File: src/rtl/ttl_decode_strobe_pkg.sv
// Shared types and helpers for the 1-of-N decoder and chip-select strobe engine.
// Pure declarations, no latency or flow control.
package ttl_decode_pkg;

    localparam int MAX_SEL_W = 6;
    localparam int MAX_OUT   = 1 << MAX_SEL_W;

    typedef enum logic [1:0] {
        IDLE,
        ACTIVE,
        HOLDOFF
    } state_t;

    // Codes at or above 2**sel_w decode to nothing.
    function automatic logic [MAX_OUT-1:0] onehot(input logic [MAX_SEL_W-1:0] sel, input int sel_w);
        onehot = '0;
        for (int i = 0; i < MAX_OUT; i++) begin
            if (i < (1 << sel_w) && sel == MAX_SEL_W'(i)) begin
                onehot[i] = 1'b1;
            end
        end
    endfunction

    // Level of an output line that is not selected.
    function automatic logic idle_level(input int active_low);
        return active_low != 0;
    endfunction

    function automatic int cnt_width(input int strobe_cyc, input int holdoff_cyc);
        int m;
        m = (strobe_cyc > holdoff_cyc) ? strobe_cyc : holdoff_cyc;
        return $clog2(m + 1);
    endfunction

endpackage

File: src/rtl/ttl_decode_strobe_if.sv
// Request/enable inputs and decoded strobe outputs of the decoder, grouped as one port.
// Single-cycle req qualifier; no backpressure, refusals are reported on rej.
interface ttl_decode_strobe_if #(
    parameter int SEL_W = 3
);
    localparam int OUT_N = 1 << SEL_W;

    logic [SEL_W-1:0] sel;
    logic             g1_n;
    logic             g2_n;
    logic             g3;
    logic             req;
    logic [OUT_N-1:0] q;
    logic             busy;
    logic             done;
    logic             rej;

    modport master (
        output sel, g1_n, g2_n, g3, req,
        input  q, busy, done, rej
    );

    modport slave (
        input  sel, g1_n, g2_n, g3, req,
        output q, busy, done, rej
    );

endinterface

File: src/rtl/ttl_decode_strobe_onehot.sv
// Combinational select-code to one-hot decode, gated by enable; active-high result.
// Zero latency; no flow control.
module ttl_decode_onehot
    import ttl_decode_pkg::*;
#(
    parameter int SEL_W = 3
) (
    input  logic [SEL_W-1:0]      sel,
    input  logic                  ena,
    output logic [(1<<SEL_W)-1:0] oh
);
    localparam int OUT_N = 1 << SEL_W;

    assign oh = ena ? OUT_N'(onehot(MAX_SEL_W'(sel), SEL_W)) : '0;

endmodule

File: src/rtl/ttl_decode_strobe.sv
// 1-of-2^SEL_W decoder with 74F138-style enables driving a timed chip-select strobe plus hold-off.
// q follows an accepted req by 1 cycle; no backpressure: req while busy or disabled pulses rej.
module ttl_decode_strobe
    import ttl_decode_pkg::*;
#(
    parameter int SEL_W       = 3,
    parameter int ACTIVE_LOW  = 1,
    parameter int STROBE_CYC  = 2,
    parameter int HOLDOFF_CYC = 1
) (
    input logic                clk,
    input logic                reset_n,
    ttl_decode_strobe_if.slave bus
);
    localparam int               OUT_N     = 1 << SEL_W;
    localparam int               CNT_W     = cnt_width(STROBE_CYC, HOLDOFF_CYC);
    localparam logic [CNT_W-1:0] STB_LOAD  = CNT_W'(STROBE_CYC - 1);
    localparam logic [CNT_W-1:0] HOLD_LOAD = CNT_W'((HOLDOFF_CYC > 0) ? HOLDOFF_CYC - 1 : 0);
    localparam logic             IDLE_LVL  = idle_level(ACTIVE_LOW);
    localparam logic [OUT_N-1:0] Q_IDLE    = {OUT_N{IDLE_LVL}};

    state_t           state;
    logic [CNT_W-1:0] cnt;
    logic [SEL_W-1:0] sel_q;
    logic [OUT_N-1:0] q_r;
    logic             done_r;
    logic             rej_r;

    logic             ena;
    logic             idle;
    logic [SEL_W-1:0] dec_sel;
    logic             dec_ena;
    logic [OUT_N-1:0] oh;

    assign ena  = ~bus.g1_n & ~bus.g2_n & bus.g3;
    assign idle = (state == IDLE);

    // Once a strobe is running the decoder only ever sees the latched code.
    assign dec_sel = idle ? bus.sel : sel_q;
    assign dec_ena = idle ? ena : 1'b1;

    ttl_decode_onehot #(
        .SEL_W (SEL_W)
    ) u_dec (
        .sel (dec_sel),
        .ena (dec_ena),
        .oh  (oh)
    );

    always_ff @(posedge clk or negedge reset_n) begin
        if (!reset_n) begin
            state  <= IDLE;
            cnt    <= '0;
            sel_q  <= '0;
            q_r    <= Q_IDLE;
            done_r <= 1'b0;
            rej_r  <= 1'b0;
        end else begin
            done_r <= 1'b0;
            rej_r  <= 1'b0;
            case (state)
                IDLE: begin
                    if (bus.req) begin
                        if (ena) begin
                            sel_q <= bus.sel;
                            cnt   <= STB_LOAD;
                            q_r   <= oh ^ Q_IDLE;
                            state <= ACTIVE;
                        end else begin
                            rej_r <= 1'b1;
                        end
                    end
                end
                ACTIVE: begin
                    rej_r <= bus.req;
                    // Losing the enable ends the strobe early without reporting done.
                    if (!ena || cnt == '0) begin
                        q_r    <= Q_IDLE;
                        done_r <= ena;
                        if (HOLDOFF_CYC > 0) begin
                            cnt   <= HOLD_LOAD;
                            state <= HOLDOFF;
                        end else begin
                            state <= IDLE;
                        end
                    end else begin
                        q_r <= oh ^ Q_IDLE;
                        cnt <= cnt - CNT_W'(1);
                    end
                end
                HOLDOFF: begin
                    rej_r <= bus.req;
                    if (cnt == '0) begin
                        state <= IDLE;
                    end else begin
                        cnt <= cnt - CNT_W'(1);
                    end
                end
                default: begin
                    state <= IDLE;
                    q_r   <= Q_IDLE;
                end
            endcase
        end
    end

    assign bus.q    = q_r;
    assign bus.busy = ~idle;
    assign bus.done = done_r;
    assign bus.rej  = rej_r;

endmodule
File: src/flat_wrapper.sv
// flat-port wrapper written by rule: the top's interface ports become plain ports
module ttl_decode_strobe_flat import ttl_decode_pkg::*;
#(
    parameter int SEL_W       = 3,
    parameter int ACTIVE_LOW  = 1,
    parameter int STROBE_CYC  = 2,
    parameter int HOLDOFF_CYC = 1
)
  (clk, reset_n, bus_sel, bus_g1_n, bus_g2_n, bus_g3, bus_req, bus_q, bus_busy, bus_done, bus_rej);
  ttl_decode_strobe_if #(.SEL_W(SEL_W)) bus_i ();
  input logic clk;
  input logic reset_n;
  input wire logic [$bits(bus_i.sel)-1:0] bus_sel;
  input wire logic [$bits(bus_i.g1_n)-1:0] bus_g1_n;
  input wire logic [$bits(bus_i.g2_n)-1:0] bus_g2_n;
  input wire logic [$bits(bus_i.g3)-1:0] bus_g3;
  input wire logic [$bits(bus_i.req)-1:0] bus_req;
  output wire logic [$bits(bus_i.q)-1:0] bus_q;
  output wire logic [$bits(bus_i.busy)-1:0] bus_busy;
  output wire logic [$bits(bus_i.done)-1:0] bus_done;
  output wire logic [$bits(bus_i.rej)-1:0] bus_rej;
  assign bus_i.sel = bus_sel;
  assign bus_i.g1_n = bus_g1_n;
  assign bus_i.g2_n = bus_g2_n;
  assign bus_i.g3 = bus_g3;
  assign bus_i.req = bus_req;
  assign bus_q = bus_i.q;
  assign bus_busy = bus_i.busy;
  assign bus_done = bus_i.done;
  assign bus_rej = bus_i.rej;
  ttl_decode_strobe #(.SEL_W(SEL_W), .ACTIVE_LOW(ACTIVE_LOW), .STROBE_CYC(STROBE_CYC), .HOLDOFF_CYC(HOLDOFF_CYC)) u_core (.clk(clk), .reset_n(reset_n), .bus(bus_i));
endmodule
File: config.mk
export PLATFORM = sky130hd
export DESIGN_NAME = ttl_decode_strobe_flat
export DESIGN_NICKNAME = d
export VERILOG_FILES = /design/src/rtl/ttl_decode_strobe_pkg.sv /design/src/rtl/ttl_decode_strobe_if.sv /design/src/rtl/ttl_decode_strobe_onehot.sv /design/src/rtl/ttl_decode_strobe.sv /design/src/flat_wrapper.sv
export SDC_FILE = /design/constraint.sdc
export NUM_CORES = 1
export LEC_CHECK = 0
export BUFFER_PORTS_ARGS = -buffer_cell sky130_fd_sc_hd__buf_2
export CAP_MARGIN = 0
export CORE_MARGIN = 1
export CORE_UTILIZATION = 47
export CTS_CLUSTER_DIAMETER = 60
export DETAILED_ROUTE_END_ITERATION = 6
export PLACE_DENSITY = 0.73
export REMOVE_ABC_BUFFERS = 1
export SLEW_MARGIN = 20
export SYNTH_ARGS = -nofsm -noshare
export SYNTH_HDL_FRONTEND = slang
export SYNTH_SLANG_ARGS = --single-unit
File: constraint.sdc
create_clock -name clk -period 1.7 [get_ports clk]
set_input_delay 0.17 -clock clk [delete_from_list [all_inputs] [get_ports clk]]
set_output_delay 0.17 -clock clk [all_outputs]
set_load 0.005 [all_outputs]
==> out/qor.csv <==
stage,metric,value,unit
run_status,outcome,finished clean,
sta,drv_slew,0,
route,vias,799,
yosys,synth-adder-area-share,6.67,%
critical_path,startpoint,u_core.cnt[0],
min_path,hold_path_class,primary input to flip-flop,
clock_network,tritoncts,built,
placement,gp_congestion,0.843,
power,ir_drop,1.16,mV
grt,grt_busiest_layer,met2,
power,clkPwrFrac,10.6,%
power,seqPwrFrac,33.0,%
yosys,synth_compound_area_share,20.1,%
yosys,synth_mux_area_share,5.73,%
clock_network,cts_buffers,3,
critical_path,rr_endpoint,u_core.cnt[1],
critical_path,cp-start-kind,flip-flop,
power,switchingPower,0.783,mW
clock_network,clk_latency,0.29,ns
sta,finalSetupViolCount,0,
power,switching_share,38.3,%
route,drc,0,
grt,met1_usage,26.6,%
grt,grt_pass1_wl,3.12,mm
route,wl_per_cell,13.2,um
yosys,yosys_warnings,0,
grt,grt.overflow.total,0,
yosys,synthCells,92,
critical_path,cpPeakStageDelay,0.38,ns
grt,grt_pass1_vias,739,
yosys,yosys.area_share.simple,16.1,%
clock_network,clk_pin_slew,0.09,ns
floorplanning,initial_core_util,52.1,%
critical_path,worst-path-buf-inv,1,
sta,finalCritPeriodShare,92.9,%
clock_network,cts-htree-levels,1,
clock_network,postCtsSetupRepairBufs,0,
critical_path,crit_slowest_cell,dfrtp_1,
floorplanning,die-height,46.7,um
layout,syn2layout_area_growth,27.3,%
sta,fin_crit,1.58,ns
route,detail-route-antenna-nets,0,
critical_path,r2r_cells,6,
grt,grt_use_met2,34.2,%
route,drt-total-wl,1.96,mm
critical_path,worstSetupEndpoint,u_core.cnt[1],
grt,grt_util_met3,4.31,%
clock_network,clockBufferDepth,2,
power,p_leak,0.533,nW
yosys,ys_seq_area_share,46.4,%
placement,port_buffers,19,
floorplanning,num_rows,15,
critical_path,ff2ff_setup_slack,0.12,ns
floorplanning,die-area,2180,um^2
floorplanning,ioPinCount,20,
critical_path,critPathRequiredTime,1.91,ns
layout,fin_nets,139,
power,power,2.04,mW
yosys,syn_avg_cell_area,10.2,um^2
yosys,synth_area,938,um^2
placement,dp_slack,-0.0403,ns
yosys,synth_top_family_by_area,compound AO/OA/AOI/OAI gates,
critical_path,cp_max_fo,3,
sta,hold_viol_final,0,
route,via_per_inst,5.36,
grt,track_usage,21.2,%
grt,antenna_found_initial,0,
power,p_int,1.26,mW
critical_path,critPathCaptureType,flip-flop,
placement,dp_hpwl,1.52,mm
layout,nFillCells,153,
critical_path,cp.depth,6,
yosys,synthDistinctLibCells,31,
sta,fmax,634,MHz
clock_network,root_buffer,clkbuf_4,
critical_path,cp_top_family,simple AND/OR/NAND/NOR gates,
grt,grt_max_degree,18,
yosys,synth-xor-area-share,0,%
layout,n_antenna_cell,0,
floorplanning,die_x,46.7,um
critical_path,critPathArrivalTime,1.79,ns
clock_network,clock_sinks,17,
critical_path,critical_path_class,flip-flop to flip-flop,
critical_path,timing.rr.start,u_core.cnt[0],
floorplanning,core,1800,um^2
route,drtPass1Iterations,4,
sta,finalWorstSetupSlack,0.121,ns
route,dr.first_iter.drc_count,26,
sta,rsz0062_at_grt,no,
layout,final_layout_size_suffix_gt1_share,38.7,%
sta,tightest_slew,0.371,ns
sta,fin_skew,0.000686,ns
power,power_density,1710,nW/um^2
sta,max-slew-margin-rel,75.3,%
power,p_comb_share,56.3,%
job,max_cap_viol_count,0,
critical_path,crit_chain,inv_1 -> ha_2 -> nor4b_4 -> a21oi_2 -> or3b_1 -> mux2i_1,
yosys,synth-seq-cells,17,
## worst register-to-register path, delay by kind of cell (launching register included)
family          cells  cell delay [ns]
compound gates      1             0.10
fa+ha+maj           1             0.20
buf+inv             1             0.05
flops               1             0.38
mux                 1             0.16
simple gates        2             0.62
## sequential cells by signal (all words and copies together), names as in the netlist
register,count
u_core.bus.q,8
u_core.sel_q,3
u_core.cnt,2
u_core.state,2
u_core.bus.done,1
u_core.bus.rej,1
## layout make-up
type | instances | area, um^2 | area share [%]
multi-input combinational | 63 | 484 | 40.5
sequential | 17 | 435 | 36.4
timing repair buffer | 30 | 180 | 15.1
inverter | 10 | 37.5 | 3.14
tap | 25 | 31.3 | 2.62
clock buffer | 4 | 26.3 | 2.20
## synth_stat cells
library cell	n	area, um^2
inv_1	10	37.5
dfrtp_1	9	225
dfstp_2	8	210
nand2_1	8	30.0
nor2_1	8	30.0
a21oi_1	5	25.0
ha_1	5	62.6
o21ai_0	5	25.0
a31oi_1	4	25.0
o22a_1	3	26.3
a32oi_1	2	17.5
mux2_2	2	22.5
mux2i_1	2	20.0
nand2b_1	2	12.5
nor3b_1	2	15.0
o32a_1	2	20.0
a22o_1	1	8.76
a32o_1	1	10.0
and3_1	1	6.26
buf_2	1	5.00
clkbuf_1	1	3.75
mux2_1	1	11.3
nand3_1	1	5.00
nand4bb_1	1	11.3
nor2b_1	1	6.26
nor4b_2	1	15.0
o22ai_1	1	6.26
o2bb2ai_1	1	8.76
o32ai_2	1	16.3
or3b_1	1	8.76
or3b_4	1	11.3
## placed cells by master (no fill, tap or decap), types with 2 or more instances in the layout
cell	instances
o32a_1	2
o22a_1	3
ha_1	3
buf_2	19
mux2_2	2
nor3b_1	2
inv_1	10
mux2i_1	2
a32oi_1	2
a31oi_1	4
o21ai_0	5
nand2_1	8
dfstp_2	8
nand2b_1	2
a21oi_1	4
nor2_1	8
buf_4	10
clkbuf_4	3
dfrtp_1	9
## worst min-delay path by stage
stage / startpoint / end / slack, ns / depth (start not counted)
after global routing: bus_sel[0] / u_core.sel_q[0] / 0.12 / 2
after floorplan: reset_n / u_core.bus.done / -0.13 / 0
final: bus_sel[0] / u_core.sel_q[0] / 0.11 / 2
after global placement: reset_n / u_core.cnt[1] / 0.10 / 1
after detailed placement: reset_n / u_core.cnt[1] / 0.11 / 1
after CTS: bus_sel[0] / u_core.sel_q[0] / 0.11 / 2
## power by group through the flow
stage,Combinational [mW],Clock (mW),Sequential [mW]
6_report,1.15,0.217,0.675
5_1_grt,1.30,0.235,0.698
4_1_cts,1.11,0.217,0.677
3_5_place_dp,1.09,0,0.686
3_3_place_gp,1.06,0,0.677
2_1_floorplan,0.662,0,0.688
## per-layer routing
metal	wire (um)	share of wire (%)
met5	0	0
met3	99	5.0
met1	867	44
met4	40	2.0
met2	954	49
## cell families after synthesis
logic type / Yosys count
compound gates: 26
fa+ha+maj: 5
buf+inv: 12
flops: 17
mux: 5
simple gates: 27
## metrics by stage
step | TNS (ns) | hold slack, ns | cells | area, um^2 | utilization (%)
after detailed placement | -0.0790 | 0.106 | 144 | 1130 | 62.8
after global routing | 0 | 0.122 | 149 | 1190 | 66.3
after global placement | 0 | 0.102 | 144 | 1130 | 62.8
final | 0 | 0.106 | 149 | 1190 | 66.3
after CTS | 0 | 0.113 | 149 | 1180 | 65.4
after floorplan | -0.0113 | -0.126 | 90 | 930 | -
## timing repair
action | 4_1_cts | 5_1_grt
hold buffers | 1 | 0
pin swaps | 0 | 1
endpoints found under the hold margin | 9 | 0
gates resized for setup | 2 | 3
setup endpoints to repair | 4 | 6
(Power assumes the default switching activity.)
